### src/rtl/apb_manager_multi.sv
// APB4 manager: accepts one upstream request at a time, runs a SETUP/ACCESS transfer to the
// subordinate decoded from the address, and returns a single response with a wait-state timeout.
module apb_manager_multi #(
  parameter int ADDR_WIDTH = 32,
  parameter int DATA_WIDTH = 32,
  parameter int NUM_SUBS   = 8,
  parameter int SUB_SHIFT  = 12,
  parameter int TIMEOUT    = 16
) (
  input  logic                           clk,
  input  logic                           reset,
  input  logic                           req_valid,
  output logic                           req_ready,
  input  logic                           req_write,
  input  logic [ADDR_WIDTH-1:0]          req_addr,
  input  logic [DATA_WIDTH-1:0]          req_wdata,
  input  logic [DATA_WIDTH/8-1:0]        req_strb,
  input  logic [2:0]                     req_prot,
  output logic                           rsp_valid,
  input  logic                           rsp_ready,
  output logic [DATA_WIDTH-1:0]          rsp_rdata,
  output logic                           rsp_err,
  output logic [NUM_SUBS-1:0]            psel,
  output logic                           penable,
  output logic                           pwrite,
  output logic [ADDR_WIDTH-1:0]          paddr,
  output logic [DATA_WIDTH-1:0]          pwdata,
  output logic [DATA_WIDTH/8-1:0]        pstrb,
  output logic [2:0]                     pprot,
  input  logic [NUM_SUBS-1:0]            pready,
  input  logic [NUM_SUBS-1:0]            pslverr,
  input  logic [NUM_SUBS*DATA_WIDTH-1:0] prdata
);

  localparam int STRB_W = DATA_WIDTH / 8;
  localparam int SEL_W  = (NUM_SUBS > 1) ? $clog2(NUM_SUBS) : 1;
  localparam int CNT_W  = (TIMEOUT > 0) ? $clog2(TIMEOUT + 1) : 1;
  localparam bit TO_EN  = (TIMEOUT > 0);
  localparam logic [CNT_W-1:0] TO_LAST = CNT_W'((TIMEOUT > 0) ? TIMEOUT - 1 : 0);

  typedef enum logic [1:0] {ST_IDLE, ST_SETUP, ST_ACCESS, ST_RESP} state_e;

  state_e                  state_q, state_d;
  logic [SEL_W-1:0]        idx_q, idx_d;
  logic                    dec_err_q, dec_err_d;
  logic [CNT_W-1:0]        cnt_q, cnt_d;
  logic                    req_ready_q, req_ready_d;
  logic                    rsp_valid_q, rsp_valid_d;
  logic [DATA_WIDTH-1:0]   rsp_rdata_q, rsp_rdata_d;
  logic                    rsp_err_q, rsp_err_d;
  logic [NUM_SUBS-1:0]     psel_q, psel_d;
  logic                    penable_q, penable_d;
  logic                    pwrite_q, pwrite_d;
  logic [ADDR_WIDTH-1:0]   paddr_q, paddr_d;
  logic [DATA_WIDTH-1:0]   pwdata_q, pwdata_d;
  logic [STRB_W-1:0]       pstrb_q, pstrb_d;
  logic [2:0]              pprot_q, pprot_d;

  logic [SEL_W-1:0]        req_idx;
  logic                    req_dec_err;
  logic [NUM_SUBS-1:0]     req_onehot;
  logic                    sub_ready;
  logic                    sub_err;
  logic [DATA_WIDTH-1:0]   sub_rdata;

  assign req_idx     = req_addr[SUB_SHIFT +: SEL_W];
  assign req_dec_err = ({1'b0, req_idx} >= (SEL_W + 1)'(NUM_SUBS));

  // Request decode and per-subordinate response mux; only the latched target is ever looked at.
  always_comb begin
    req_onehot = '0;
    sub_ready  = 1'b0;
    sub_err    = 1'b0;
    sub_rdata  = '0;
    for (int i = 0; i < NUM_SUBS; i++) begin
      req_onehot[i] = (req_idx == SEL_W'(i));
      if (idx_q == SEL_W'(i)) begin
        sub_ready = pready[i];
        sub_err   = pslverr[i];
        sub_rdata = prdata[i*DATA_WIDTH +: DATA_WIDTH];
      end
    end
  end

  // NOTE: every _d starts as its _q, so no path through the case leaves a signal unassigned
  // and no latch is inferred.
  always_comb begin
    state_d     = state_q;
    idx_d       = idx_q;
    dec_err_d   = dec_err_q;
    cnt_d       = cnt_q;
    req_ready_d = req_ready_q;
    rsp_valid_d = rsp_valid_q;
    rsp_rdata_d = rsp_rdata_q;
    rsp_err_d   = rsp_err_q;
    psel_d      = psel_q;
    penable_d   = penable_q;
    pwrite_d    = pwrite_q;
    paddr_d     = paddr_q;
    pwdata_d    = pwdata_q;
    pstrb_d     = pstrb_q;
    pprot_d     = pprot_q;

    unique case (state_q)
      ST_IDLE: begin
        req_ready_d = 1'b1;
        if (req_valid && req_ready_q) begin
          req_ready_d = 1'b0;
          idx_d       = req_idx;
          dec_err_d   = req_dec_err;
          pwrite_d    = req_write;
          paddr_d     = req_addr;
          pwdata_d    = req_wdata;
          pstrb_d     = req_write ? req_strb : '0;
          pprot_d     = req_prot;
          psel_d      = req_dec_err ? '0 : req_onehot;
          state_d     = ST_SETUP;
        end
      end

      // A decode error spends this slot with psel low, then reports without touching the bus.
      ST_SETUP: begin
        if (dec_err_q) begin
          rsp_valid_d = 1'b1;
          rsp_err_d   = 1'b1;
          rsp_rdata_d = '0;
          state_d     = ST_RESP;
        end else begin
          penable_d = 1'b1;
          state_d   = ST_ACCESS;
        end
      end

      ST_ACCESS: begin
        if (sub_ready) begin
          psel_d      = '0;
          penable_d   = 1'b0;
          rsp_valid_d = 1'b1;
          rsp_err_d   = sub_err;
          rsp_rdata_d = (!pwrite_q && !sub_err) ? sub_rdata : '0;
          state_d     = ST_RESP;
        end else if (TO_EN && cnt_q == TO_LAST) begin
          psel_d      = '0;
          penable_d   = 1'b0;
          rsp_valid_d = 1'b1;
          rsp_err_d   = 1'b1;
          rsp_rdata_d = '0;
          state_d     = ST_RESP;
        end else begin
          cnt_d = cnt_q + 1'b1;
        end
      end

      ST_RESP: begin
        if (rsp_ready) begin
          rsp_valid_d = 1'b0;
          cnt_d       = '0;
          req_ready_d = 1'b1;
          state_d     = ST_IDLE;
        end
      end

      default: state_d = ST_IDLE;
    endcase
  end

  // NOTE: non-blocking assignments here so every flop samples the pre-edge value of the others.
  always_ff @(posedge clk) begin
    if (reset) begin
      state_q     <= ST_IDLE;
      idx_q       <= '0;
      dec_err_q   <= 1'b0;
      cnt_q       <= '0;
      req_ready_q <= 1'b0;
      rsp_valid_q <= 1'b0;
      rsp_rdata_q <= '0;
      rsp_err_q   <= 1'b0;
      psel_q      <= '0;
      penable_q   <= 1'b0;
      pwrite_q    <= 1'b0;
      paddr_q     <= '0;
      pwdata_q    <= '0;
      pstrb_q     <= '0;
      pprot_q     <= '0;
    end else begin
      state_q     <= state_d;
      idx_q       <= idx_d;
      dec_err_q   <= dec_err_d;
      cnt_q       <= cnt_d;
      req_ready_q <= req_ready_d;
      rsp_valid_q <= rsp_valid_d;
      rsp_rdata_q <= rsp_rdata_d;
      rsp_err_q   <= rsp_err_d;
      psel_q      <= psel_d;
      penable_q   <= penable_d;
      pwrite_q    <= pwrite_d;
      paddr_q     <= paddr_d;
      pwdata_q    <= pwdata_d;
      pstrb_q     <= pstrb_d;
      pprot_q     <= pprot_d;
    end
  end

  assign req_ready = req_ready_q;
  assign rsp_valid = rsp_valid_q;
  assign rsp_rdata = rsp_rdata_q;
  assign rsp_err   = rsp_err_q;
  assign psel      = psel_q;
  assign penable   = penable_q;
  assign pwrite    = pwrite_q;
  assign paddr     = paddr_q;
  assign pwdata    = pwdata_q;
  assign pstrb     = pstrb_q;
  assign pprot     = pprot_q;

endmodule
### config.mk
export PLATFORM = sky130hd
export DESIGN_NAME = apb_manager_multi
export DESIGN_NICKNAME = d
export VERILOG_FILES = /design/src/rtl/apb_manager_multi.sv
export SDC_FILE = /design/constraint.sdc
export NUM_CORES = 1
export LEC_CHECK = 0
export BUFFER_PORTS_ARGS = -buffer_cell sky130_fd_sc_hd__buf_4
export CAP_MARGIN = 20
export CORE_AREA = 2 2 181 183
export DETAILED_ROUTE_END_ITERATION = 6
export DIE_AREA = 0 0 183 185
export HOLD_SLACK_MARGIN = 0.15
export SETUP_SLACK_MARGIN = 0.05
export SYNTH_ARGS = -nofsm -noshare
export SYNTH_HDL_FRONTEND = slang
export SYNTH_SLANG_ARGS = --single-unit
### constraint.sdc
create_clock -name clk -period 4.62 [get_ports clk]
set_clock_uncertainty 0.15 [all_clocks]
set_input_delay 0.462 -clock clk [delete_from_list [all_inputs] [get_ports clk]]
set_output_delay 0.462 -clock clk [all_outputs]
set_load 0.05 [all_outputs]
# Word-level counts from Yosys, hierarchy flattened
# Index checks and enable logic that the tools add are counted.
# Widths: inputs -> output; s select.
# totals
elab_cells	113
register_bits	126
romBits	0
in_bits	348
mem_count	0
out_inout_bits	116
latch_bits	0
ramBits	0
# classes
div	0
multipliers	0
reduce_logical	20
n_addsub	1
n_shift	0
n_bitwise	1
eq_ne	23
magnitude_cmp	0
muxes	54
# ops
cell	count
$mux 32	12
$mux 1	25
$eq 3x3->1 const B	8
$mux 8	3
$pmux 8 s2	1
$mux 5	3
$eq 3x2->1 const B	4
$pmux 5 s2	1
$reduce_and 3->1	3
$mux 2	4
$ne 2x2->1 const B	4
$pmux 2 s4	1
$reduce_and 4->1	2
$reduce_bool 2->1	4
$eq 3x1->1 const B	2
$logic_not 3->1	2
$pmux 1 s2	3
$reduce_and 2->1	3
$add 5x1->5 const B	1
$eq 5x4->1 const B	1
$eq 2x2->1 const B	2
$mux 4	1
$ne 3x3->1 const B	1
$reduce_bool 3->1	1
other kinds (5)	7

# Longest topological paths before layout
# Gate-level depths: netlist of run 1.
# logic_depth
depth_word	14
mapped_depth	8
ltp_nobuf	7

# Worst setup path after synthesis of run 1
# OpenSTA, ideal clock, no wires.
# synth_timing
path_type	reg2reg
from	register idx_q[1]
to	register cnt_q[0]
n_path_buf	0
t_required_ns	4.349
path_stages_with_launch	6
slack_ns	2.064
setup_time_ns	0.121
synth_period_minus_slack_ns	2.556
t_arrival_ns	2.285
path_cell_list	dfxtp_1 -> mux2_4 -> a221o_1 -> a211o_1 -> a22o_1 -> mux2_2
# synth_between
elab_chain_len	11
elab_cells_between_ends	18
cone_classes	eq/ne (8); mux (8); reduce/logical (2)
# synth_lines
element	line	source
start, declared	44	logic [SEL_W-1:0] idx_q, idx_d;
start signal, assigned	187	idx_q <= idx_d;
$logic_not 3->1	77	if (idx_q == SEL_W'(i)) begin
$mux 1 (7 in series)	77	
$mux 1 (*)	77	
$ne 2x2->1 (no line) (*)	-	
$reduce_and 4->1 (no line) (*)	-	
end signal, assigned	189	cnt_q <= cnt_d;
end, declared	46	logic [CNT_W-1:0] cnt_q, cnt_d;
# Every way passes the cells marked *; elsewhere a longest branch is shown, timed or not.
# A chain may end at the register's enable or synchronous reset.

# Worst setup path after layout of run 1
# layout_timing
from	register idx_q[0]
to	register cnt_q[3]
# Same word-level chain as after synthesis.

==> impl_metrics.ini, run 1 <==
[timing]
tightest_slew_ns = 1.08
whs_ns = 0.168
rsz0062_at_grt = no
maxSlewHeadroom_pct = 27.9
clock.fmax_mhz = 310
tns_ns = 0
setup_violations = 0
fin_crit_sh_pct = 69.9
finalMaxSlewViolations = 0
hold_violations = 0
fin_crit_ns = 3.23

[route]
vias = 7252
wirelength_um = 31300
drcViolationCount = 0
dr.pass1.iters = 4
wl_per_cell_um = 19.8
routed_via_density = 4.59
initialDrtViolationCount = 246
drt.antenna.violating_nets = 0

[grt]
first_global_vias = 7419
grt_overflow_total = 0
grt_use_met2_pct = 33.1
grt_pass1_wl_um = 44500
antenna_found_initial = 6
grt_usage_pct = 17.8
use_met1_pct = 18.6
grt_max_degree = 93
grt_busiest_layer = met2
grt_use_met3_pct = 5.51

[worst_setup_path]
worstPathArrival_ns = 3.38
reg2reg_depth = 5
crit_path_start_kind = flop
crit_chain = inv_1, a221o_1, a211oi_2, nand3_1, o311ai_0
cp_num_buf_inv = 1
cp_num_cells = 5
path_max_fanout = 39
r2r_end = cnt_q[3]$_SDFFE_PP0P_
cp.required_ns = 4.77
r2r_setup_slack_ns = 1.39
timing.rr.start = idx_q[0]$_SDFFE_PP0P_
crit_slowest_cell = a211oi_2
cpPeakStageDelay_ns = 0.79
cp-end-kind = flop
crit_start = idx_q[0]$_SDFFE_PP0P_
cp_top_family = compound AO/OA/AOI/OAI gates
path_class = flop to flop

[logic_synthesis]
syn_avg_cell_area_um2 = 9.83
ys_ff_latch = 123
netlist_instances = 666
ys_seq_area_share_pct = 37.6
synthesis.nets = 1021
synth_ff_type = dfxtp_1
synth_area_mm2 = 0.00655
synth_cell_types = 47
yosysWarnings = 0
synth-edff-count = 0
synth_top_area_share_pct = 37.6
synth_top_cell_by_area = dfxtp_1
synth-async-reset-ratio_pct = 0
post_synth_main_area_contributors = dfxtp_1 (38%), mux4_2 (19%), nand2_1 (8.9%)

[pwr]
ir_drop_mv = 0.195
leakagePower_uw = 0.00495
power.density_mw_per_mm2 = 387

[clock_tree]
clock-sinks = 123
clkTransAtPathRegs_ns = 0.06
htree_levels = 4
cts_root_buffer = clkbuf_16
cts_tree = yes
clk_latency_ns = 0.41
cts.path.max_buffers = 2
postCtsSetupBuffers = 0
cts_resized = 0
numCtsBuffers = 17

[floorplan]
rows = 66
dieWidth_um = 183
core_mm2 = 0.0320
die_height_um = 185
boundaryPins = 464
die_area_mm2 = 0.0339
initial_core_util_pct = 20.4

[outcome]
status = completed

[worst_hold_path]
min_path_cells = 3
min_path_type = input port to flop
min_to = pwdata[4]$_SDFFE_PP0P_
hp-start = req_wdata[4]

[cells_and_area]
multiInputGateArea_mm2 = 0.00380
nFillCells = 3247
final_area_mm2 = 0.0115
final_util_pct = 35.8
layout.nets = 1511
seq_area_mm2 = 0.00247
final_cells = 1580
area_growth_pct = 75.3
drive_gt1_share_pct = 50.1

[placement]
place_inst = 1487
dp_hpwl_um = 24300
gp_congestion = 0.870
dpl-instance-area_mm2 = 0.0103
portBuffers = 463

[run]
cap_violations = 0
==> tightest hold or removal path, cell delays in order <==
cell	delay [ns]
buf_4	0.12
nand2_1	0.05
a21oi_1	0.05
==> where the power goes <==
part           switching, uW  internal, uW
registers                123          1200
logic                   1090           750
clock network            540           737
total                   1750          2680
==> Yosys cell counts (2+ instances only) <==
cell type,number
buf_1,5
a211oi_1,7
nor2b_1,3
a221o_1,2
ha_1,7
nor2_1,13
o211ai_1,4
mux4_2,56
clkbuf_1,34
o21a_1,2
buf_6,4
o2bb2ai_1,18
o22ai_1,3
a221oi_1,2
a22o_1,2
a22oi_1,2
nand3_1,15
a21oi_1,88
nand2_1,156
mux2i_1,37
and3_1,4
nor3_1,5
inv_1,8
o21ai_0,11
mux2_2,6
buf_2,14
dfxtp_1,123
or4_1,2
a32o_1,3
o2bb2ai_2,13
==> routing by layer <==
layer | vias up | part of all wire [%]
li1 | 3438 | -
met1 | 3475 | 37
met2 | 305 | 53
met3 | 32 | 7.6
met4 | 2 | 2.5
met5 | - | 0.029
==> timing repair <==
item / 4_1_cts / 5_1_grt
hold endpoints to repair: 58 / 0
hold buffers: 58 / 0
endpoints found under the setup margin: 0 / 0
==> cell families (layout without fill, tap and decap cells) <==
logic type | after synthesis | after routing | share of synthesized area (%)
AND/OR/NAND/NOR | 203 | 203 | 12.7
AO/OA/AOI/OAI | 167 | 167 | 17.7
flip-flops | 123 | 123 | 37.6
multiplexers | 100 | 100 | 26.2
buffers and inverters | 66 | 567 | 4.51
adder cells (fa/ha/maj) | 7 | 7 | 1.34
other | 0 | 5 | 0
==> layout make-up <==
cell class,count,area share [%]
diodes,5,0.109
clock buffers,17,3.71
clock inverters,13,1.06
inverters,9,0.294
multi-input cells,477,33.1
flip-flops and latches,123,21.5
well taps,408,4.45
repair buffers,528,35.8
==> flip-flops by register name (all words and copies together), names as in the netlist <==
signal,count
pwdata,32
rsp_rdata,32
paddr,30
psel,8
cnt_q,5
pstrb,4
pprot,3
idx_q,2
state_q,2
penable,1
pwrite,1
req_ready,1
rsp_err,1
rsp_valid,1
==> worst max-delay path by stage <==
stage | end | slack [ns]
6_report | cnt_q[3]$_SDFFE_PP0P_ | 1.39
5_1_grt | cnt_q[3]$_SDFFE_PP0P_ | 1.21
4_1_cts | cnt_q[3]$_SDFFE_PP0P_ | 1.37
3_5_place_dp | cnt_q[3]$_SDFFE_PP0P_ | 1.40
3_3_place_gp | rsp_rdata[14]$_SDFFE_PP0P_ | 1.46
2_1_floorplan | cnt_q[0]$_SDFFE_PP0P_ | 2.06
==> cells in the final DEF, fill, tap and decap left out, types with 3 or more instances in the layout <==
| cell type | Yosys | routed |
|---|---|---|
| mux4_2 | 56 | 56 |
| mux2i_1 | 37 | 37 |
| nand2_1 | 156 | 156 |
| buf_4 | 0 | 470 |
| nor2_1 | 13 | 13 |
| mux2_2 | 6 | 6 |
| nand3_1 | 15 | 14 |
| nor3_1 | 5 | 5 |
| and3_1 | 4 | 3 |
| clkinvlp_4 | 0 | 5 |
| dfxtp_1 | 123 | 121 |
| clkbuf_16 | 0 | 17 |
| ha_1 | 7 | 7 |
| o2bb2ai_1 | 18 | 18 |
| dlygate4sd3_1 | 0 | 58 |
| inv_6 | 0 | 3 |
| a21oi_1 | 88 | 88 |
| o211ai_1 | 4 | 4 |
| a32o_1 | 3 | 3 |
| inv_1 | 8 | 8 |
| o21ai_0 | 11 | 11 |
| a211oi_1 | 7 | 7 |
| diode_2 | 0 | 5 |
| o2bb2ai_2 | 13 | 13 |
| nor2b_1 | 3 | 3 |
| o22ai_1 | 3 | 3 |
==> stage by stage <==
stage | worst slack [ns] | total power, uW
final | 1.39 | 4440
after floorplan | 2.06 | 2500
after global routing | 1.21 | 4680
after detailed placement | 1.40 | 3170
after global placement | 1.46 | 3150
after CTS | 1.37 | 4510
(Power assumes the default switching activity.)
==> inputs of run 2 (changes only) <==
Settings changed: CORE_AREA 2 2 181 183 to 2 2 180 182, DIE_AREA 0 0 183 185 to 0 0 182 184.
Clock period 4.62 ns to 2.67 ns, I/O delays scaled along.
==> run 2 against run 1 <==
Largest power group unchanged. Power grew 88%. Clock power grew 110%. Sequential power grew 69%. Fmax grew 32%. Critical path depth grew 1. Final cell count grew 2.6%. Routed wire length grew 4.3%. Utilization grew 2.6 points. Setup slack lost 1.2 ns. Critical path type unchanged. Register-to-register slack lost 1.2 ns. First-iteration DRC count grew 38%.
==> impl_metrics.ini, run 2 (same netlist as run 1, synthesis figures left out) <==
[outcome]
status = completed

[timing]
tns_ns = 0
hold_violations = 0
fin_crit_sh_pct = 91.6
fin_ws_ns = 0.225
fin_crit_ns = 2.44
rsz0062_at_grt = no
clock.fmax_mhz = 409
finalMaxSlewViolations = 0
maxSlewHeadroom_pct = 49.3
tightest_slew_ns = 0.761
setup_violations = 0

[cells_and_area]
area_growth_pct = 84.2
seq_area_mm2 = 0.00247
final_cell_mix = buf_4 (475), nand2_1 (156), dfxtp_1 (121), dlygate4sd3_1 (93), a21oi_1 (88)
final_util_pct = 38.4
drive_gt1_share_pct = 49.1
layout.nets = 1555
multiInputGateArea_mm2 = 0.00380
final_common_cell = buf_4
nFillCells = 3112

[grt]
antenna_found_initial = 8
grt_max_degree = 65
grt_usage_pct = 18.9
first_global_vias = 7845
grt_pass1_wl_um = 47600
grt_overflow_total = 0

[route]
wl_met1_um = 12500
wl_met3_um = 2740
routed_via_density = 4.67
met2RoutedLength_um = 16800
drt.antenna.violating_nets = 0
initialDrtViolationCount = 339
top_layer_used = met5
drcViolationCount = 0
vias = 7564
wirelength_um = 32700
dr.pass1.iters = 6
wl_per_cell_um = 20.1

[clock_tree]
clk_latency_ns = 0.42
clock-sinks = 123
cts.path.max_buffers = 2
numCtsBuffers = 17
clkTransAtPathRegs_ns = 0.07
htree_levels = 4
cts_root_buffer = clkbuf_16
cts_tree = yes

[worst_setup_path]
path_max_fanout = 30
worstPathArrival_ns = 2.63
cp-end-kind = flop
cp.required_ns = 2.86
crit_path_start_kind = flop
path_class = flop to flop

[pwr]
power.density_mw_per_mm2 = 691
leakagePower_uw = 0.00522
ir_drop_mv = 0.536

[placement]
dp_hpwl_um = 24400
portBuffers = 463
gp_congestion = 0.883
place_ws_ns = 0.205

[floorplan]
initial_core_util_pct = 20.9
die_area_mm2 = 0.0335
rows = 65
core_mm2 = 0.0314
dieWidth_um = 182
boundaryPins = 464
die_height_um = 184

[run]
cap_violations = 0

[worst_hold_path]
min_path_type = input port to flop
[run 2: per-layer routing]
metal,global-route usage [%],vias to the layer above
met3,6.18,32
met5,0,-
met1,20.9,3665
met2,34.7,341
met4,5.29,4
li1,-,3522
[run 2: path summary, 6_finish.rpt]
path	start	end	slack (ns)	cells past startpoint
hold / removal	reset	pwdata[21]$_SDFFE_PP0P_	0.14	2
setup / recovery	idx_q[1]$_SDFFE_PP0P_	rsp_rdata[30]$_SDFFE_PP0P_	0.23	6
setup reg to reg	idx_q[1]$_SDFFE_PP0P_	rsp_rdata[30]$_SDFFE_PP0P_	0.23	6
hold reg to reg	pwdata[8]$_SDFFE_PP0P_	pwdata[8]$_SDFFE_PP0P_	0.31	2
[run 2: timing repair]
action / CTS / global route
buffers inserted: 0 / 0
endpoints found under the setup margin: 0 / 4
endpoints found under the hold margin: 88 / 0
gates resized for setup: 0 / 2
hold buffers: 93 / 0
[run 2: critical path, cell delays in order, from the launching register on]
cell and delay (ns):
dfxtp_4 0.39, and2b_1 0.32, a221o_1 0.27, a21oi_1 0.12, or4_2 0.62, buf_4 0.29, o2bb2ai_1 0.19
[run 2: power breakdown]
group,internal (uW),total [uW],switching (uW)
logic,1410,3380,1980
clock network,1690,2720,1030
registers,2070,2230,161
total,5160,8340,3170
[run 2: per-stage QoR]
| stage | power (uW) | hold slack [ns] | area, um2 | std cells |
|---|---|---|---|---|
| final | 8340 | 0.143 | 12100 | 1621 |
| after global routing | 8730 | 0.170 | 12100 | 1619 |
| after CTS | 8420 | 0.151 | 12000 | 1615 |
| after detailed placement | 5530 | 0.296 | 10500 | 1490 |
| after global placement | 5500 | 0.291 | 10500 | 1490 |
| after floorplan | 4320 | 0.253 | 6550 | 666 |
[run 2: layout make-up]
| cell class | instances | share of cell area, % |
|---|---|---|
| multi-input combinational | 477 | 31.5 |
| tap | 402 | 4.17 |
| antenna | 6 | 0.124 |
| sequential | 123 | 20.5 |
| clock inverter | 14 | 1.92 |
| timing repair buffer | 572 | 37.9 |
| clock buffer | 18 | 3.56 |
| inverter | 9 | 0.280 |
